`config.mk`:
```
export PLATFORM = sky130hd
export DESIGN_NAME = rda_operand_loader
export DESIGN_NICKNAME = d
export VERILOG_FILES = /design/src/rtl/rda_pkg.sv /design/src/rtl/rda_operand_loader_adder.sv /design/src/rtl/rda_operand_loader.sv
export SDC_FILE = /design/constraint.sdc
export NUM_CORES = 1
export LEC_CHECK = 0
export BUFFER_PORTS_ARGS = -buffer_cell sky130_fd_sc_hd__buf_2
export CAP_MARGIN = 20
export CELL_PAD_IN_SITES_DETAIL_PLACEMENT = 1
export CELL_PAD_IN_SITES_GLOBAL_PLACEMENT = 1
export CORE_MARGIN = 2
export CORE_UTILIZATION = 48
export CTS_CLUSTER_SIZE = 16
export DETAILED_ROUTE_END_ITERATION = 10
export PLACE_DENSITY = 0.88
export SLEW_MARGIN = 30
export SYNTH_ARGS = -nofsm -noshare
export SYNTH_HDL_FRONTEND = slang
export SYNTH_SLANG_ARGS = --single-unit
```
`constraint.sdc`:
```
create_clock -name clk -period 6.28 [get_ports clk]
set_input_delay 0.628 -clock clk [delete_from_list [all_inputs] [get_ports clk]]
set_output_delay 0.628 -clock clk [all_outputs]
set_load 0.01 [all_outputs]
```
`src/rtl/rda_pkg.sv`:
```
// Shared types and carry-code helpers for the recursive doubling adder front-end.
package rda_pkg;

    typedef enum logic [1:0] {
        LOAD_A = 2'd0,
        LOAD_B = 2'd1,
        EXEC   = 2'd2,
        HOLD   = 2'd3
    } state_t;

    localparam logic [1:0] CIN_KILL = 2'b00;
    localparam logic [1:0] CIN_GEN  = 2'b11;

    function automatic logic legal_cin(input logic [1:0] code);
        return (code == CIN_KILL) || (code == CIN_GEN);
    endfunction

endpackage

```
`src/rtl/rda_operand_loader_adder.sv`:
```
// Combinational recursive doubling (parallel-prefix) adder; the carry code acts as
// the kill/generate status of a virtual bit below bit 0.
module Recursive_Doubling_Adder #(
    parameter int N = 64
) (
    input  logic [N-1:0] A,
    input  logic [N-1:0] B,
    input  logic [1:0]   Cin,
    output logic [N:0]   Sum,
    output logic         Cout
);
    localparam int LV = $clog2(N + 1);

    // Index i holds the status of the span ending at bit i-1; index 0 is the carry-in.
    logic [LV:0][N:0] w_g;
    logic [LV:0][N:0] w_p;

    assign w_g[0] = {A & B, Cin[1] & Cin[0]};
    assign w_p[0] = {A ^ B, 1'b0};

    genvar lv, gi;
    generate
        for (lv = 1; lv <= LV; lv++) begin : g_level
            for (gi = 0; gi <= N; gi++) begin : g_bit
                if (gi >= (2 ** (lv - 1))) begin : g_comb
                    assign w_g[lv][gi] = w_g[lv-1][gi]
                                       | (w_p[lv-1][gi] & w_g[lv-1][gi - (2 ** (lv - 1))]);
                    assign w_p[lv][gi] = w_p[lv-1][gi] & w_p[lv-1][gi - (2 ** (lv - 1))];
                end else begin : g_pass
                    assign w_g[lv][gi] = w_g[lv-1][gi];
                    assign w_p[lv][gi] = w_p[lv-1][gi];
                end
            end
        end
    endgenerate

    assign Sum  = {w_g[LV][N], A ^ B ^ w_g[LV][N-1:0]};
    assign Cout = w_g[LV][N];

endmodule

```
`src/rtl/rda_operand_loader.sv`:
```
// Beat-serial operand loader around the recursive doubling adder: assembles A and B,
// runs one add, and holds the registered result on a valid/ready output.
module rda_operand_loader
    import rda_pkg::*;
#(
    parameter int N = 64,
    parameter int W = 16
) (
    input  logic         clk,
    input  logic         rst_n,
    input  logic         in_valid,
    output logic         in_ready,
    input  logic [W-1:0] in_data,
    input  logic [1:0]   in_cin,
    output logic         out_valid,
    input  logic         out_ready,
    output logic [N:0]   out_sum,
    output logic         out_cout,
    output logic         out_err
);
    localparam int NW = N / W;
    localparam int CW = (NW > 1) ? $clog2(NW) : 1;
    localparam logic [CW-1:0] LAST = CW'(NW - 1);

    state_t        r_state;
    logic [CW-1:0] r_cnt;
    logic [N-1:0]  r_a;
    logic [N-1:0]  r_b;
    logic [1:0]    r_cin;
    logic          r_err;
    logic [N:0]    r_sum;
    logic          r_cout;
    logic          r_out_valid;

    logic [N:0]    w_sum;
    logic          w_cout;

    Recursive_Doubling_Adder #(.N(N)) u_adder (
        .A    (r_a),
        .B    (r_b),
        .Cin  (r_cin),
        .Sum  (w_sum),
        .Cout (w_cout)
    );

    // Held low through reset so no beat is taken before the loader is live.
    assign in_ready  = rst_n && ((r_state == LOAD_A) || (r_state == LOAD_B));
    assign out_valid = r_out_valid;
    assign out_sum   = r_sum;
    assign out_cout  = r_cout;
    assign out_err   = r_err;

    always_ff @(posedge clk) begin
        if (!rst_n) begin
            r_state     <= LOAD_A;
            r_cnt       <= '0;
            r_a         <= '0;
            r_b         <= '0;
            r_cin       <= CIN_KILL;
            r_err       <= 1'b0;
            r_sum       <= '0;
            r_cout      <= 1'b0;
            r_out_valid <= 1'b0;
        end else begin
            case (r_state)
                LOAD_A: if (in_valid) begin
                    r_a[r_cnt*W +: W] <= in_data;
                    if (r_cnt == '0) begin
                        r_cin <= legal_cin(in_cin) ? in_cin : CIN_KILL;
                        r_err <= !legal_cin(in_cin);
                    end
                    if (r_cnt == LAST) begin
                        r_cnt   <= '0;
                        r_state <= LOAD_B;
                    end else begin
                        r_cnt <= r_cnt + 1'b1;
                    end
                end
                LOAD_B: if (in_valid) begin
                    r_b[r_cnt*W +: W] <= in_data;
                    if (r_cnt == LAST) begin
                        r_cnt   <= '0;
                        r_state <= EXEC;
                    end else begin
                        r_cnt <= r_cnt + 1'b1;
                    end
                end
                EXEC: begin
                    r_sum       <= w_sum;
                    r_cout      <= w_cout;
                    r_out_valid <= 1'b1;
                    r_state     <= HOLD;
                end
                HOLD: if (out_ready) begin
                    r_out_valid <= 1'b0;
                    r_err       <= 1'b0;
                    r_state     <= LOAD_A;
                end
                default: r_state <= LOAD_A;
            endcase
        end
    end

endmodule
```
==> flow_summary.yaml <==
global_routing:
  global_route.usage.total: 0.3135
  antenna_found_initial: 0
  grt_overflow: 0
  first_pass_grt_wire_length_um: 60290
  number_of_global_route_vias_before_repair: 11280
  grt_max_degree: 69
route:
  final_wl_um: 38240
  route.vias.total: 11110
  average_via_count_per_standard_cell: 6.304
  firstDrtPassIters: 6
  1st_iter_drt_viols: 756
  drc_errors: 0
  antenna_violating_nets_post_route: 0
  post_drt_wl_per_cell_um: 21.69
cts:
  cts_setup_buffers: 0
  clkSinkCount: 200
  cts-buffers-inserted: 17
  worst_skew_pair.late_latency_ns: 0.44
  htree_levels: 4
  tritoncts: "yes"
  max_root_sink_buffers: 2
  cts_root_buffer: "sky130_fd_sc_hd__clkbuf_16"
  hold_buffer_count_at_cts: 0
  clk_pin_slew_worst_paths_ns: 0.08
  post_cts_resize_count: 0
worst_hold_path:
  worst_hold_path_type: "reg2reg"
placement:
  gp_congestion: 0.9457
  place.detailed.hpwl_um: 26600
  numPortBuffers: 90
synthesis:
  synth_nets: 1548
  synth-seq-area-share: 0.3585
  syn-instance-count: 1450
  synth_ff_type: "sky130_fd_sc_hd__dfxtp_1"
  syn_area_sq_um: 11170
  yosysUniqueCellTypes: 68
  synth-edff-count: 0
  ys.warnings.count: 0
  average_instance_area_after_synthesis_sq_um: 7.703
  yosys_reg_bits: 200
  synthArstFlopShare: 0
setup_path:
  cp_slowest_cell: "sky130_fd_sc_hd__a211oi_2"
  path_max_fanout: 8
  worstRegToRegCells: 10
  worst_ep_arrival_time_ns: 4.13
  worst_path_required_ns: 6.61
  cpMostUsedCell: "sky130_fd_sc_hd__o21ai_0"
  worstSetupEndpoint: "out_sum[52]"
  r2r_start: "r_a[7]"
  crit_path_max_incr_delay_ns: 0.68
  critPathLaunch: "r_a[7]"
  timing.rr.end: "out_sum[52]"
  timing.critical_path.to_type: "flip-flop"
  worstPathCellList: "ha_1 -> a2111oi_0 -> o21ai_0 -> o21ai_0 -> a21oi_1 -> o21ai_1 -> a31oi_1 -> a211oi_2 -> o21ai_0 -> a221o_1"
  ff2ff_setup_slack_ns: 2.47
  timing.setup.critical_path_class: "reg2reg"
  critical_path.startpoint_type: "flip-flop"
floorplanning:
  die-height_um: 156.5
  core_area_sq_um: 22710
  design.die.area_sq_um: 24510
  design.portCount: 91
  rows: 55
  start_util: 0.4918
  fp.dieW_um: 156.5
cells_and_area:
  nNetsFinal: 1563
  areaGrowthSynthToFinish_pct: 9.723
  layout-drive-gt1-share: 0.1022
  n_antenna_cell: 0
sta:
  timing_worst_slew_pin_value_ns: 0.8149
  hold_slack_ns: 0.4488
  setup-tns-final_ns: 0
  period_minus_slack_ns: 3.808
  grt_setup_unrepaired: "false"
  fin_skew_ns: 0.01166
  timing_max_transition_violations_final: 0
  final.period_utilization: 0.6064
  hold_viol_final: 0
  setup_viol: 0
  maxClockFrequency_ghz: 0.2626
  relSlewSlack: 0.4548
pwr:
  power_leakage_nw: 4.726
  irDropWorstVdd_mv: 0.1879
  power.density_cell_area_nw_per_um2: 229.7
flow_run:
  timing.max_cap.violations: 0
run_status:
  run_status: "finished, final reports clean"
## where the power goes
part / switching, mW / leakage (nW) / internal (mW) / total (mW)
logic: 0.289 / 2.83 / 0.0978 / 0.387
clock network: 0.543 / 0.285 / 0.569 / 1.11
registers: 0.0222 / 1.61 / 1.29 / 1.32
## metrics by stage
step           instances  power (mW)    util  setup slack (ns)  cell area (sq um)
3_3_place_gp        1731       1.706  0.5141             2.893              11670
2_1_floorplan       1450       1.597       -             3.392              11170
4_1_cts             1763       2.815  0.5397             2.610              12260
3_5_place_dp        1731       1.719  0.5142             2.728              11680
6_report            1763       2.815  0.5397             2.472              12260
5_1_grt             1763       2.900  0.5397             2.301              12260
## flip-flops by register name, summed over array words and instances, names as in the netlist
signal     count
out_err        1
r_state        2
out_valid      1
r_b           64
out_sum       65
r_a           64
r_cnt          2
r_cin          1
## cell families (layout without fill, tap and decap cells)
logic type,Yosys count,after routing,share of synthesized area
xor gates and xnor gates,42,42,0.03293
adders and majority gates,76,76,0.08581
muxes,32,32,0.02868
DFF,200,200,0.3585
buffers and inverters,122,150,0.04178
AOI/OAI and AO/OA,414,414,0.2224
and+or+nand+nor,564,564,0.2300
## cell usage in the layout, fill, tap and decap left out, drive strengths merged, types with 8 or more instances in the layout
| cell type | n |
|---|---|
| a21oi | 221 |
| nand2 | 212 |
| dfxtp | 200 |
| nand3 | 151 |
| nor2 | 100 |
| buf | 99 |
| ha | 75 |
| o21ai | 69 |
| mux2i | 32 |
| inv | 23 |
| xnor2 | 22 |
| nor3 | 22 |
| a21o | 20 |
| xor2 | 20 |
| nand4 | 19 |
| and3 | 18 |
| clkbuf | 18 |
| o21bai | 15 |
| o21a | 14 |
| a31oi | 9 |
| a211oi | 9 |
| nand3b | 8 |
| nor2b | 8 |
| clkinv | 8 |
## worst min-delay path by stage
stage	from	endpoint	slack, ns	depth (start not counted)
global placement	out_sum[42]	out_sum[42]	0.43	2
detailed placement	out_sum[48]	out_sum[48]	0.44	2
CTS	out_sum[48]	out_sum[48]	0.45	2
global route	r_b[20]	r_b[20]	0.49	2
floorplan	r_b[10]	r_b[10]	0.44	2
finish	out_sum[48]	out_sum[48]	0.45	2
## layout make-up
type                       instances  area, sq um
multi-input combinational       1128         6724
fill                            2871        10450
sequential                       200         4004
clock buffer                      18        439.2
inverter                          19        73.82
timing repair buffer              99        518.0
clock inverter                    14        140.1
tap                              285        356.6
## Yosys cell counts, types with 3 or more instances
library cell                  n  area (sq um)
sky130_fd_sc_hd__a211oi_1     8         60.06
sky130_fd_sc_hd__a21boi_0     6         45.04
sky130_fd_sc_hd__a21o_1      20         150.1
sky130_fd_sc_hd__a21oi_1    219          1096
sky130_fd_sc_hd__a221o_1      4         40.04
sky130_fd_sc_hd__a31oi_1      9         56.30
sky130_fd_sc_hd__and3_1      18         112.6
sky130_fd_sc_hd__and4_1       3         26.28
sky130_fd_sc_hd__buf_1       27         101.4
sky130_fd_sc_hd__buf_2        4         20.02
sky130_fd_sc_hd__clkbuf_1    71         266.5
sky130_fd_sc_hd__dfxtp_1    200          4004
sky130_fd_sc_hd__ha_1        75         938.4
sky130_fd_sc_hd__inv_1       18         67.56
sky130_fd_sc_hd__mux2i_1     32         320.3
sky130_fd_sc_hd__nand2_1    212         795.8
sky130_fd_sc_hd__nand2b_1     4         25.02
sky130_fd_sc_hd__nand3_1    151         755.7
sky130_fd_sc_hd__nand3b_1     8         60.06
sky130_fd_sc_hd__nand4_1     19         118.9
sky130_fd_sc_hd__nor2_1     100         375.4
sky130_fd_sc_hd__nor2b_1      8         50.05
sky130_fd_sc_hd__nor3_1      21         105.1
sky130_fd_sc_hd__nor3b_1      5         37.54
sky130_fd_sc_hd__nor4_1       5         31.28
sky130_fd_sc_hd__o2111ai_1    4         35.03
sky130_fd_sc_hd__o211a_1      3         30.03
sky130_fd_sc_hd__o211ai_1     6         45.04
sky130_fd_sc_hd__o21a_1      14         105.1
sky130_fd_sc_hd__o21ai_0     59         295.3
sky130_fd_sc_hd__o21ai_1     10         50.05
sky130_fd_sc_hd__o21bai_1    15         112.6
sky130_fd_sc_hd__o31ai_1      3         22.52
sky130_fd_sc_hd__or2_2        3         18.77
sky130_fd_sc_hd__or3_1        3         18.77
sky130_fd_sc_hd__xnor2_1     22         192.7
sky130_fd_sc_hd__xor2_1      20         175.2
## per-layer routing
| layer | GRT usage | up-vias | wire length, um | part of all wire |
|---|---|---|---|---|
| met2 | 0.5236 | 359 | 17980 | 0.47 |
| met3 | 0.04597 | 94 | 2098 | 0.055 |
| met5 | 0 | - | 0 | 0 |
| met1 | 0.3987 | 5465 | 16510 | 0.43 |
| li1 | - | 5196 | - | - |
| met4 | 0.1477 | 0 | 1647 | 0.043 |
## worst max-delay path, delay by kind of cell (launching register included)
| kind | cells | cell delay (ns) |
|---|---|---|
| compound gates | 9 | 2.98 |
| fa+ha+maj | 1 | 0.39 |
| flops | 1 | 0.32 |
Note: power is estimated with default switching activity, not from simulation.
